### src/rtl/s1_fetch_pkg.sv
// ----------------------------------------------------------------------------
// s1_fetch_pkg
//   Shared definitions for the stage-1 fetch block: RV32I opcode/funct3
//   fields used to build the canonical NOP, and the fetch FSM state encoding.
// ----------------------------------------------------------------------------
package s1_fetch_pkg;

    localparam logic [6:0] OPC_OP_IMM = 7'b001_0011;
    localparam logic [2:0] F3_ADDI    = 3'b000;

    // addi x0, x0, 0
    localparam logic [31:0] INSTR_NOP = {12'd0, 5'd0, F3_ADDI, 5'd0, OPC_OP_IMM};

    typedef enum logic {
        ST_BOOT = 1'b0,   // IMEM output not yet valid after reset
        ST_RUN  = 1'b1    // IMEM output holds the word at pc_f
    } fetch_state_e;

endpackage

### src/rtl/s1_pc_gen.sv
// ----------------------------------------------------------------------------
// s1_pc_gen
//   Fetch PC generator: holds pc_f (the PC whose word is on the IMEM output),
//   selects the next fetch PC and flags misaligned redirect targets.
// Ports
//   clk, rst        clock, asynchronous active-high reset
//   boot_i          1 while the fetch FSM is in BOOT (re-present pc_f)
//   stall_i         1 = hold the fetch PC
//   redirect_i      1 = next fetch comes from redirect_pc_i
//   redirect_pc_i   redirect target byte address
//   pc_f_o          PC of the word currently on the IMEM output
//   imem_addr_o     IMEM word address derived from the next fetch PC
//   misalign_err_o  sticky misaligned-redirect flag
// ----------------------------------------------------------------------------
module s1_pc_gen #(
    parameter logic [31:0] RESET_PC = 32'h4000_0000,
    parameter int          IMEM_AW  = 14
) (
    input  logic               clk,
    input  logic               rst,
    input  logic               boot_i,
    input  logic               stall_i,
    input  logic               redirect_i,
    input  logic [31:0]        redirect_pc_i,
    output logic [31:0]        pc_f_o,
    output logic [IMEM_AW-1:0] imem_addr_o,
    output logic               misalign_err_o
);

    logic [31:0] pc_f_q;
    logic [31:0] pc_next_d;
    logic        misalign_q;
    logic        misalign_d;

    // Redirect wins over stall so that a redirect during a stall is not lost;
    // the low two bits of the target are dropped (word fetch).
    always_comb begin
        pc_next_d = pc_f_q + 32'd4;
        if (redirect_i) begin
            pc_next_d = {redirect_pc_i[31:2], 2'b00};
        end else if (boot_i || stall_i) begin
            pc_next_d = pc_f_q;
        end
    end

    assign misalign_d = misalign_q | (redirect_i & (redirect_pc_i[1:0] != 2'b00));

    always_ff @(posedge clk or posedge rst) begin
        if (rst) begin
            pc_f_q     <= RESET_PC;
            misalign_q <= 1'b0;
        end else begin
            pc_f_q     <= pc_next_d;
            misalign_q <= misalign_d;
        end
    end

    assign pc_f_o         = pc_f_q;
    assign imem_addr_o    = pc_next_d[IMEM_AW+1:2];
    assign misalign_err_o = misalign_q;

endmodule

### src/rtl/s1_fetch.sv
// ----------------------------------------------------------------------------
// s1_fetch
//   Stage-1 fetch/issue. Drives a synchronous 1-cycle IMEM and registers
//   pc/instruction/valid into stage 2. Handles boot, stall (hold) and
//   redirect (squash the wrong-path slot to a NOP bubble).
// Ports
//   clk, rst        clock, asynchronous active-high reset
//   stall           1 = hold s2 outputs and fetch PC
//   redirect        1 = fetch from redirect_pc next; squash current slot
//   redirect_pc     redirect target byte address
//   imem_addr       IMEM word address (combinational)
//   imem_dout       IMEM data for the address presented on the previous edge
//   pc_s2           PC of instruction_s2
//   instruction_s2  instruction into stage 2 (NOP when squashed)
//   valid_s2        1 = instruction_s2 is a real, on-path instruction
//   fetch_count     number of valid instructions delivered to s2
//   misalign_err    sticky: a redirect target had bits[1:0] != 0
// ----------------------------------------------------------------------------
module s1_fetch
    import s1_fetch_pkg::*;
#(
    parameter logic [31:0] RESET_PC = 32'h4000_0000,
    parameter int          IMEM_AW  = 14
) (
    input  logic               clk,
    input  logic               rst,
    input  logic               stall,
    input  logic               redirect,
    input  logic [31:0]        redirect_pc,
    output logic [IMEM_AW-1:0] imem_addr,
    input  logic [31:0]        imem_dout,
    output logic [31:0]        pc_s2,
    output logic [31:0]        instruction_s2,
    output logic               valid_s2,
    output logic [31:0]        fetch_count,
    output logic               misalign_err
);

    fetch_state_e state_q, state_d;
    logic [31:0]  pc_s2_q, pc_s2_d;
    logic [31:0]  instr_s2_q, instr_s2_d;
    logic         valid_s2_q, valid_s2_d;
    logic [31:0]  fetch_count_q, fetch_count_d;
    logic [31:0]  pc_f;

    s1_pc_gen #(
        .RESET_PC (RESET_PC),
        .IMEM_AW  (IMEM_AW)
    ) u_pc_gen (
        .clk            (clk),
        .rst            (rst),
        .boot_i         (state_q == ST_BOOT),
        .stall_i        (stall),
        .redirect_i     (redirect),
        .redirect_pc_i  (redirect_pc),
        .pc_f_o         (pc_f),
        .imem_addr_o    (imem_addr),
        .misalign_err_o (misalign_err)
    );

    always_comb begin
        state_d       = state_q;
        pc_s2_d       = pc_s2_q;
        instr_s2_d    = instr_s2_q;
        valid_s2_d    = valid_s2_q;
        fetch_count_d = fetch_count_q;
        unique case (state_q)
            ST_BOOT: begin
                // IMEM output is still stale: only a bubble can be issued.
                state_d = ST_RUN;
                if (!stall) begin
                    instr_s2_d = INSTR_NOP;
                    valid_s2_d = 1'b0;
                end
            end
            ST_RUN: begin
                if (stall) begin
                    // Hold s2; a redirect only retargets pc_f, so no bubble later.
                end else if (redirect) begin
                    // Word on imem_dout is wrong-path: squash it.
                    instr_s2_d = INSTR_NOP;
                    valid_s2_d = 1'b0;
                    pc_s2_d    = pc_f;
                end else begin
                    instr_s2_d    = imem_dout;
                    pc_s2_d       = pc_f;
                    valid_s2_d    = 1'b1;
                    fetch_count_d = fetch_count_q + 32'd1;
                end
            end
            default: state_d = ST_BOOT;
        endcase
    end

    always_ff @(posedge clk or posedge rst) begin
        if (rst) begin
            state_q       <= ST_BOOT;
            pc_s2_q       <= RESET_PC;
            instr_s2_q    <= INSTR_NOP;
            valid_s2_q    <= 1'b0;
            fetch_count_q <= 32'd0;
        end else begin
            state_q       <= state_d;
            pc_s2_q       <= pc_s2_d;
            instr_s2_q    <= instr_s2_d;
            valid_s2_q    <= valid_s2_d;
            fetch_count_q <= fetch_count_d;
        end
    end

    assign pc_s2          = pc_s2_q;
    assign instruction_s2 = instr_s2_q;
    assign valid_s2       = valid_s2_q;
    assign fetch_count    = fetch_count_q;

endmodule

### config.mk
export PLATFORM = sky130hd
export DESIGN_NAME = s1_fetch
export DESIGN_NICKNAME = d
export VERILOG_FILES = /design/src/rtl/s1_fetch_pkg.sv /design/src/rtl/s1_pc_gen.sv /design/src/rtl/s1_fetch.sv
export SDC_FILE = /design/constraint.sdc
export NUM_CORES = 1
export LEC_CHECK = 0
export CAP_MARGIN = 20
export CORE_MARGIN = 2
export CORE_UTILIZATION = 47
export CTS_CLUSTER_DIAMETER = 30
export DETAILED_ROUTE_END_ITERATION = 7
export GPL_TIMING_DRIVEN = 1
export HOLD_SLACK_MARGIN = 0.03
export PLACE_DENSITY = 0.79
export REMOVE_ABC_BUFFERS = 1
export SLEW_MARGIN = 5
export SYNTH_ARGS = -nofsm -noshare
export SYNTH_HDL_FRONTEND = slang
export SYNTH_SLANG_ARGS = --single-unit
### constraint.sdc
create_clock -name clk -period 6.05 [get_ports clk]
set_clock_uncertainty 0.1 [all_clocks]
set_input_delay 1.21 -clock clk [delete_from_list [all_inputs] [get_ports clk]]
set_output_delay 1.21 -clock clk [all_outputs]
set_load 0.03 [all_outputs]
==> Yosys cells after proc, flatten, opt, wreduce, memory -nomap -nowiden <==
Cells that the tools add are included.
{ "word_totals": {"output_inout_bits": 112, "elab_cells": 33, "in_bits": 68, "regBits": 131} }
{ "classes": {"eq_ne": 3, "n_bitwise": 5, "muxes": 10, "reduce_logical": 5, "add_sub_neg": 2} }
{ "op_table": {"columns": ["cell", "count"], "rows": [
  ["32-bit two-way mux", 5],
  ["32-bit case mux with 2 select lines", 1],
  ["32-bit by 1-bit adder with 32-bit output, second input constant", 1],
  ["32-bit by 3-bit adder with 32-bit output, second input constant", 1],
  ["2-bit != test, second input constant", 3],
  ["2-bit AND reduction", 2],
  ["1-bit two-way mux", 3],
  ["1-bit inverter", 3],
  ["3-bit AND reduction", 1],
  ["1-bit case mux with 2 select lines", 1],
  ["2-bit nonzero test", 1],
  ["1-bit AND", 1],
  ["1-bit logical OR", 1],
  ["1-bit OR", 1]
]} }

==> Longest topological paths before layout <==
Gate-level depths: netlist (run 1).
{ "depth": {"depth_word": 4, "depth_mapped": 8} }

==> Modules after synthesis <==
Synthesis (run 1) repeated with hierarchy kept, for this count alone.
{ "unflattened": {"cells_unflattened": 516, "area_unflattened_um2": 5888.1} }
{ "by_module_without_submodules": {"columns": ["mod", "seq_area_each_um2", "cells_each", "instances", "area_per_inst_um2"], "rows": [
  ["s1_fetch", 2457.4, 286, 1, 3953.8],
  ["s1_pc_gen", 777.0, 230, 1, 1934.4]
]} }

==> Worst setup path after synthesis (run 1) <==
Ideal clock, no wire load.
{ "synth_timing": {"path_kind": "input port to output port", "from": "input port stall", "to": "output port imem_addr[12]", "path_slack_ps": 2180, "stages": 8, "t_arrival_ps": 2560, "required_time_ps": 4740, "cell_sequence": "clkbuf_1 -> nand2b_1 -> clkbuf_1 -> nor4_1 -> nand2_1 -> xor2_1 -> o21ai_1 -> buf_4"} }
{ "synth_between": {"elab_chain_cells": 3} }
{ "synth_rtl": {"columns": ["item", "line_no", "text"], "rows": [
  ["start, declared", "s1_fetch.sv:27", "input logic stall,"],
  ["1-bit logical OR", "s1_pc_gen.sv:41", "end else if (boot_i || stall_i) begin"],
  ["32-bit two-way mux", "s1_pc_gen.sv:41", null],
  ["32-bit two-way mux", "s1_pc_gen.sv:39", "if (redirect_i) begin"],
  ["end, declared", "s1_fetch.sv:30", "output logic [IMEM_AW-1:0] imem_addr,"]
]} }
Every way passes these cells. The select of a mux whose other input is x is not followed.

==> Final worst setup path (run 1) <==
Ends and elaborated chain as after synthesis.

==> impl_metrics.env, run 1 <==
export IMPL_post_cts_resized=0
export IMPL_synth_edf_count=0
export IMPL_std_cell_rows=39
export IMPL_wire_per_inst_um=16.8
export IMPL_start_util_pct=48.7
export IMPL_ys_types=41
export IMPL_io_buffers=177
export IMPL_worst_pin_slew_ps=900
export IMPL_finalCritPeriodShare_pct=78.2
export IMPL_grt_pass1_wl_mm=23.3
export IMPL_setup_violations=0
export IMPL_synthToLayoutAreaGrowth_pct=40.8
export IMPL_clk_pin_slew_ps=50
export IMPL_async_reset_ff_share_pct=100
export IMPL_slew_viol_final=0
export IMPL_drt_wl_total_mm=14.3
export IMPL_grt_start_max_net_pins=68
export IMPL_drc=0
export IMPL_arrival_ps=3420
export IMPL_rsz0062_at_grt="no"
export IMPL_synth_seq_area_share_pct=56.6
export IMPL_placed_area_mm2=0.00738
export IMPL_viasPerCell=5.42
export IMPL_track_usage_pct=23.2
export IMPL_dpl_hpwl_mm=9.96
export IMPL_drtIter0Drc=319
export IMPL_crit_buf_inv=3
export IMPL_ir_drop_mv=0.176
export IMPL_r2r_slack_ps=3410
export IMPL_critPathSlowestCell="clkdlybuf4s50_1"
export IMPL_p_leak_nw=3.49
export IMPL_layout_nets=767
export IMPL_postCtsSetupRepairBufs=0
export IMPL_finalCriticalPeriod_ps=4730
export IMPL_grt_pass1_vias=4697
export IMPL_root_buffer="clkbuf_16"
export IMPL_dr_total_vias=4621
export IMPL_gp_congestion=0.797
export IMPL_ant_nets=0
export IMPL_hold_path_depth=2
export IMPL_r2r_start="state_q"
export IMPL_cts_tree="done"
export IMPL_die_h_um=113
export IMPL_ctsHtreeMaxLevel=4
export IMPL_antennaDiodeCount=0
export IMPL_hold_violations=0
export IMPL_drive_gt1_share_pct=8.73
export IMPL_cp_max_fo=28
export IMPL_hold_class="reg -> reg"
export IMPL_ff2ff_path_depth=6
export IMPL_reg2reg_to="fetch_count[21]"
export IMPL_cts_buffers=17
export IMPL_final_cell_mix="clkdlybuf4s50_1 (169), nand2_1 (132), dfrtp_1 (122)"
export IMPL_dieArea_mm2=0.0129
export IMPL_final_area_mm2=0.00792
export IMPL_slowest_delay_ps=410
export IMPL_io_pins=180
export IMPL_critical_path_class="in -> out"
export IMPL_crit_chain="clkdlybuf4s50_1, nand2b_2, buf_4, nor4_1, nand2_1, xor2_1, o21ai_1, buf_4"
export IMPL_crit_family="buffers and inverters"
export IMPL_fin_setup_tns_ps=0
export IMPL_status="finished, final reports clean"
export IMPL_synth_cells=537
export IMPL_cap_viol_max_count=0
export IMPL_fmax_ghz=0.211
export IMPL_worst_setup_path_start_kind="input port"
export IMPL_min_delay_start="instruction_s2[1]"
export IMPL_crit_top_cell="buf_4"
export IMPL_ys_seq_elements=127
export IMPL_p_per_area_mw_per_mm2=304
export IMPL_worst_endpoint_required_ps=4740
export IMPL_syn_area_per_cell_um2=10.5
export IMPL_final_util_pct=68.5
export IMPL_yosys_warnings=0
export IMPL_clk_path_buf_depth=2
export IMPL_antenna_found_initial=0
export IMPL_cts_sinks=127
export IMPL_holdPathEnd="instruction_s2[1]"
export IMPL_drt_pass1_iter_count=5
export IMPL_final_common_cell="clkdlybuf4s50_1"
export IMPL_ys_flop_type="dfrtp_1"
export IMPL_clkLatencyLatePin_ps=410
export IMPL_hold_buffers=0
export IMPL_die_w_um=113
export IMPL_overflow=0
export IMPL_relSlewSlack_pct=39.5
export IMPL_core_area_mm2=0.0116
export IMPL_cp_end_kind="output port"
export IMPL_synth_area_mm2=0.00563
sequential cells by signal, summed over array words and instances (netlist names):
register / flops
valid_s2: 1
pc_s2: 30
u_pc_gen.misalign_err_o: 1
state_q: 1
fetch_count: 32
u_pc_gen.pc_f_o: 30
instruction_s2: 32
metrics by stage:
| stage | setup WS, ps | hold WS, ps | instances | total power, mW |
|---|---|---|---|---|
| 6_report | 1320 | 359 | 853 | 2.41 |
| 5_1_grt | 1170 | 390 | 853 | 2.50 |
| 4_1_cts | 1320 | 361 | 853 | 2.43 |
| 3_5_place_dp | 1350 | 351 | 821 | 1.49 |
| 3_3_place_gp | 1380 | 348 | 821 | 1.48 |
| 2_1_floorplan | 1310 | 349 | 495 | 1.25 |
worst min-delay path, stage by stage (launching register included):
cell and delay [ps]:
dfstp_2 360, inv_1 40, a21oi_1 50
layout make-up:
cell class / count / area [um2]
repair buffers: 183 / 1790
inverters: 6 / 25.0
well taps: 143 / 179
flip-flops and latches: 127 / 3180
clock inverters: 7 / 62.6
clock buffers: 25 / 475
fillers: 888 / 3640
multi-input cells: 362 / 2200
worst max path at each step:
stage	from	to	slack, ps	cells past startpoint
after floorplan	stall	imem_addr[2]	1310	4
after global placement	stall	imem_addr[7]	1380	6
after detailed placement	stall	imem_addr[8]	1350	6
after CTS	stall	imem_addr[8]	1320	6
after global routing	stall	imem_addr[12]	1170	8
final	stall	imem_addr[12]	1320	8
per-layer routing:
metal	vias to the layer above	GRT usage, %	wire, um
li1	2128	-	-
met1	2282	29.8	5960
met5	-	0	0
met4	0	9.35	331
met3	25	7.33	1140
met2	186	36.7	6870
logic make-up (layout without fill, tap and decap cells):
group / after synthesis / count (layout) / share of synthesized area (%)
buffers and inverters: 49 / 221 / 4.49
XOR/XNOR: 59 / 59 / 9.18
AND/OR/NAND/NOR: 228 / 228 / 20.1
adder cells (fa/ha/maj): 2 / 2 / 0.445
multiplexers: 7 / 7 / 1.36
AO/OA/AOI/OAI: 63 / 63 / 7.69
other: 2 / 3 / 0.133
flip-flops: 127 / 127 / 56.6
power by group:
group	total, mW	internal [mW]	switching [mW]
registers	1.00	0.929	0.0735
logic	0.474	0.205	0.269
clock network	0.929	0.583	0.347
Yosys cell counts (3+ instances only):
cell	instances	area share [%]
nor4_1	5	0.56
buf_1	4	0.27
buf_4	17	2.3
a21oi_1	3	0.27
a22o_1	29	4.5
nand2_1	132	8.8
o21ai_0	12	1.1
dfstp_2	5	2.3
nand3_1	14	1.2
nor2_1	8	0.53
buf_2	4	0.36
and3_1	9	1.0
xnor2_1	43	6.7
dfrtp_1	122	54
nor4_2	3	0.67
xor2_1	16	2.5
nor3_1	13	1.2
nand4_1	19	2.1
mux2_2	5	1.0
o21ai_1	16	1.4
nand2b_1	4	0.44
and4_1	6	0.93
clkbuf_1	18	1.2
inv_1	6	0.40
Power figures use the tool's default switching activity.
==> run 2, diff against run 1 <==
--- a/config.mk
+++ b/config.mk
@@ -7,12 +7,12 @@
 export LEC_CHECK = 0
 export CAP_MARGIN = 20
 export CORE_MARGIN = 2
-export CORE_UTILIZATION = 47
+export CORE_UTILIZATION = 42
 export CTS_CLUSTER_DIAMETER = 30
 export DETAILED_ROUTE_END_ITERATION = 7
 export GPL_TIMING_DRIVEN = 1
 export HOLD_SLACK_MARGIN = 0.03
-export PLACE_DENSITY = 0.79
+export PLACE_DENSITY = 0.75
 export REMOVE_ABC_BUFFERS = 1
 export SLEW_MARGIN = 5
 export SYNTH_ARGS = -nofsm -noshare
==> constraint.sdc (replaced) <==
create_clock -name clk -period 4.2 [get_ports clk]
set_clock_uncertainty 0.1 [all_clocks]
set_input_delay 0.84 -clock clk [delete_from_list [all_inputs] [get_ports clk]]
set_output_delay 0.84 -clock clk [all_outputs]
set_load 0.03 [all_outputs]
==> run 2 against run 1 <==
Combinational power grew 44%. Cell area increased by 1.3%. First-iteration DRC count is 27% lower. Clock power is 56% higher.
==> impl_metrics.env, run 2 (synthesis results as in run 1) <==
export IMPL_die_w_um=120
export IMPL_antennaDiodeCount=0
export IMPL_postCtsSetupRepairBufs=0
export IMPL_min_delay_start="instruction_s2[4]"
export IMPL_std_cell_rows=42
export IMPL_fmax_ghz=0.282
export IMPL_start_util_pct=42.8
export IMPL_critical_path_class="in -> out"
export IMPL_layout_nets=769
export IMPL_wire_per_inst_um=15.8
export IMPL_combPwrFrac_pct=19.1
export IMPL_final_cell_mix="clkdlybuf4s50_1 (162), nand2_1 (132), dfrtp_1 (122)"
export IMPL_slowest_delay_ps=420
export IMPL_rsz0062_at_grt="no"
export IMPL_final_util_pct=61.1
export IMPL_crit_chain="clkdlybuf4s50_1, nand2b_2, nor3_1, nand2_1, xor2_1, o21ai_1, buf_4"
export IMPL_grt_pass1_vias=4610
export IMPL_p_int_mw=2.54
export IMPL_p_per_area_mw_per_mm2=445
export IMPL_drive_gt1_share_pct=10.8
export IMPL_setup_violations=0
export IMPL_finalCriticalPeriod_ps=3540
export IMPL_track_usage_pct=20.8
export IMPL_holdPathEnd="instruction_s2[4]"
export IMPL_clkLatencyLatePin_ps=410
export IMPL_power_switching_mw=1.04
export IMPL_ir_drop_mv=0.242
export IMPL_ff2ff_path_depth=5
export IMPL_arrival_ps=2600
export IMPL_netSwitchingFraction_pct=29.0
export IMPL_hold_violations=0
export IMPL_cts_tree="done"
export IMPL_p_leak_nw=3.53
export IMPL_drc=0
export IMPL_cp_end_kind="output port"
export IMPL_slew_viol_final=0
export IMPL_hold_class="reg -> reg"
export IMPL_io_buffers=177
export IMPL_drt_pass1_iter_count=6
export IMPL_synthToLayoutAreaGrowth_pct=42.7
export IMPL_cts_buffers=17
export IMPL_final_common_cell="clkdlybuf4s50_1"
export IMPL_gp_congestion=0.775
export IMPL_critPathSlowestCell="nor3_1"
export IMPL_r2r_start="u_pc_gen.pc_f_o[10]"
export IMPL_core_area_mm2=0.0131
export IMPL_dieArea_mm2=0.0143
export IMPL_relSlewSlack_pct=41.5
export IMPL_cts_sinks=127
export IMPL_power_frac_clock_pct=40.6
export IMPL_grt_pass1_wl_mm=23.2
export IMPL_ant_nets=0
export IMPL_grt_start_max_net_pins=71
export IMPL_clk_path_buf_depth=2
export IMPL_ctsHtreeMaxLevel=4
export IMPL_root_buffer="clkbuf_16"
export IMPL_drtIter0Drc=232
export IMPL_dr_total_vias=4522
export IMPL_io_pins=180
export IMPL_r2r_slack_ps=1650
export IMPL_fillCellCount=1088
export IMPL_cp_max_fo=11
export IMPL_dpl_hpwl_mm=9.92
export IMPL_overflow=0
export IMPL_worst_setup_path_start_kind="input port"
export IMPL_seqPwrFrac_pct=40.3
export IMPL_hold_buffers=0
export IMPL_hold_path_depth=2
export IMPL_reg2reg_to="u_pc_gen.pc_f_o[29]"
export IMPL_antenna_found_initial=0
export IMPL_finalCritPeriodShare_pct=84.4
export IMPL_fin_setup_tns_ps=0
export IMPL_clk_pin_slew_ps=50
export IMPL_viasPerCell=5.09
export IMPL_drt_wl_total_mm=14.0
export IMPL_cap_viol_max_count=0
export IMPL_status="finished, final reports clean"
export IMPL_worst_endpoint_required_ps=3260
export IMPL_worst_pin_slew_ps=877
export IMPL_post_cts_resized=0
export IMPL_die_h_um=120
==> run 2: metrics by stage <==
| step | area [um2] | setup WS, ps | power (mW) | cells | hold WS, ps |
|---|---|---|---|---|---|
| final | 8030 | 655 | 3.57 | 888 | 361 |
| after detailed placement | 7430 | 653 | 2.15 | 856 | 360 |
| after global routing | 8030 | 496 | 3.73 | 888 | 396 |
| after CTS | 8030 | 629 | 3.62 | 888 | 363 |
| after floorplan | 5400 | -116 | 1.80 | 495 | 349 |
| after global placement | 7430 | 711 | 2.13 | 856 | 347 |
==> run 2: area by class of cell <==
class | instances | area [um2] | share of cell area (%)
repair buffers | 185 | 1800 | 22.5
clock inverters | 13 | 140 | 1.75
well taps | 176 | 220 | 2.74
inverters | 6 | 25.0 | 0.312
flip-flops and latches | 127 | 3180 | 39.7
clock buffers | 19 | 453 | 5.64
multi-input cells | 362 | 2200 | 27.4
==> run 2: power by group through the flow <==
stage	Clock (mW)	Combinational (mW)	Sequential (mW)
final	1.45	0.683	1.44
after global routing	1.54	0.731	1.46
after CTS	1.48	0.692	1.44
after detailed placement	0	0.688	1.46
after global placement	0	0.675	1.45
after floorplan	0	0.196	1.61
==> run 2: worst max-delay path by stage <==
| stage | start | endpoint | slack (ps) | cells past startpoint |
|---|---|---|---|---|
| finish | stall | imem_addr[11] | 660 | 7 |
| global route | stall | imem_addr[13] | 500 | 7 |
| CTS | stall | imem_addr[11] | 630 | 7 |
| detailed placement | stall | imem_addr[13] | 650 | 7 |
| global placement | stall | imem_addr[12] | 710 | 7 |
| floorplan | rst | fetch_count[0] | -120 | 1 |
==> run 2: critical path: cells and delay by family <==
kind | cells | cell delay, ps
AOI/OAI and AO/OA | 1 | 170
buffers and inverters | 2 | 600
xor gates and xnor gates | 1 | 150
and+or+nand+nor | 3 | 830
==> run 2: per-layer routing <==
layer	routed length, um	vias to the layer above	global-route usage (%)	part of all wire, %
li1	-	2127	-	-
met1	6010	2249	26.6	43
met2	6920	130	33.3	49
met3	901	16	6.94	6.4
met4	194	0	6.99	1.4
met5	0	-	0	0
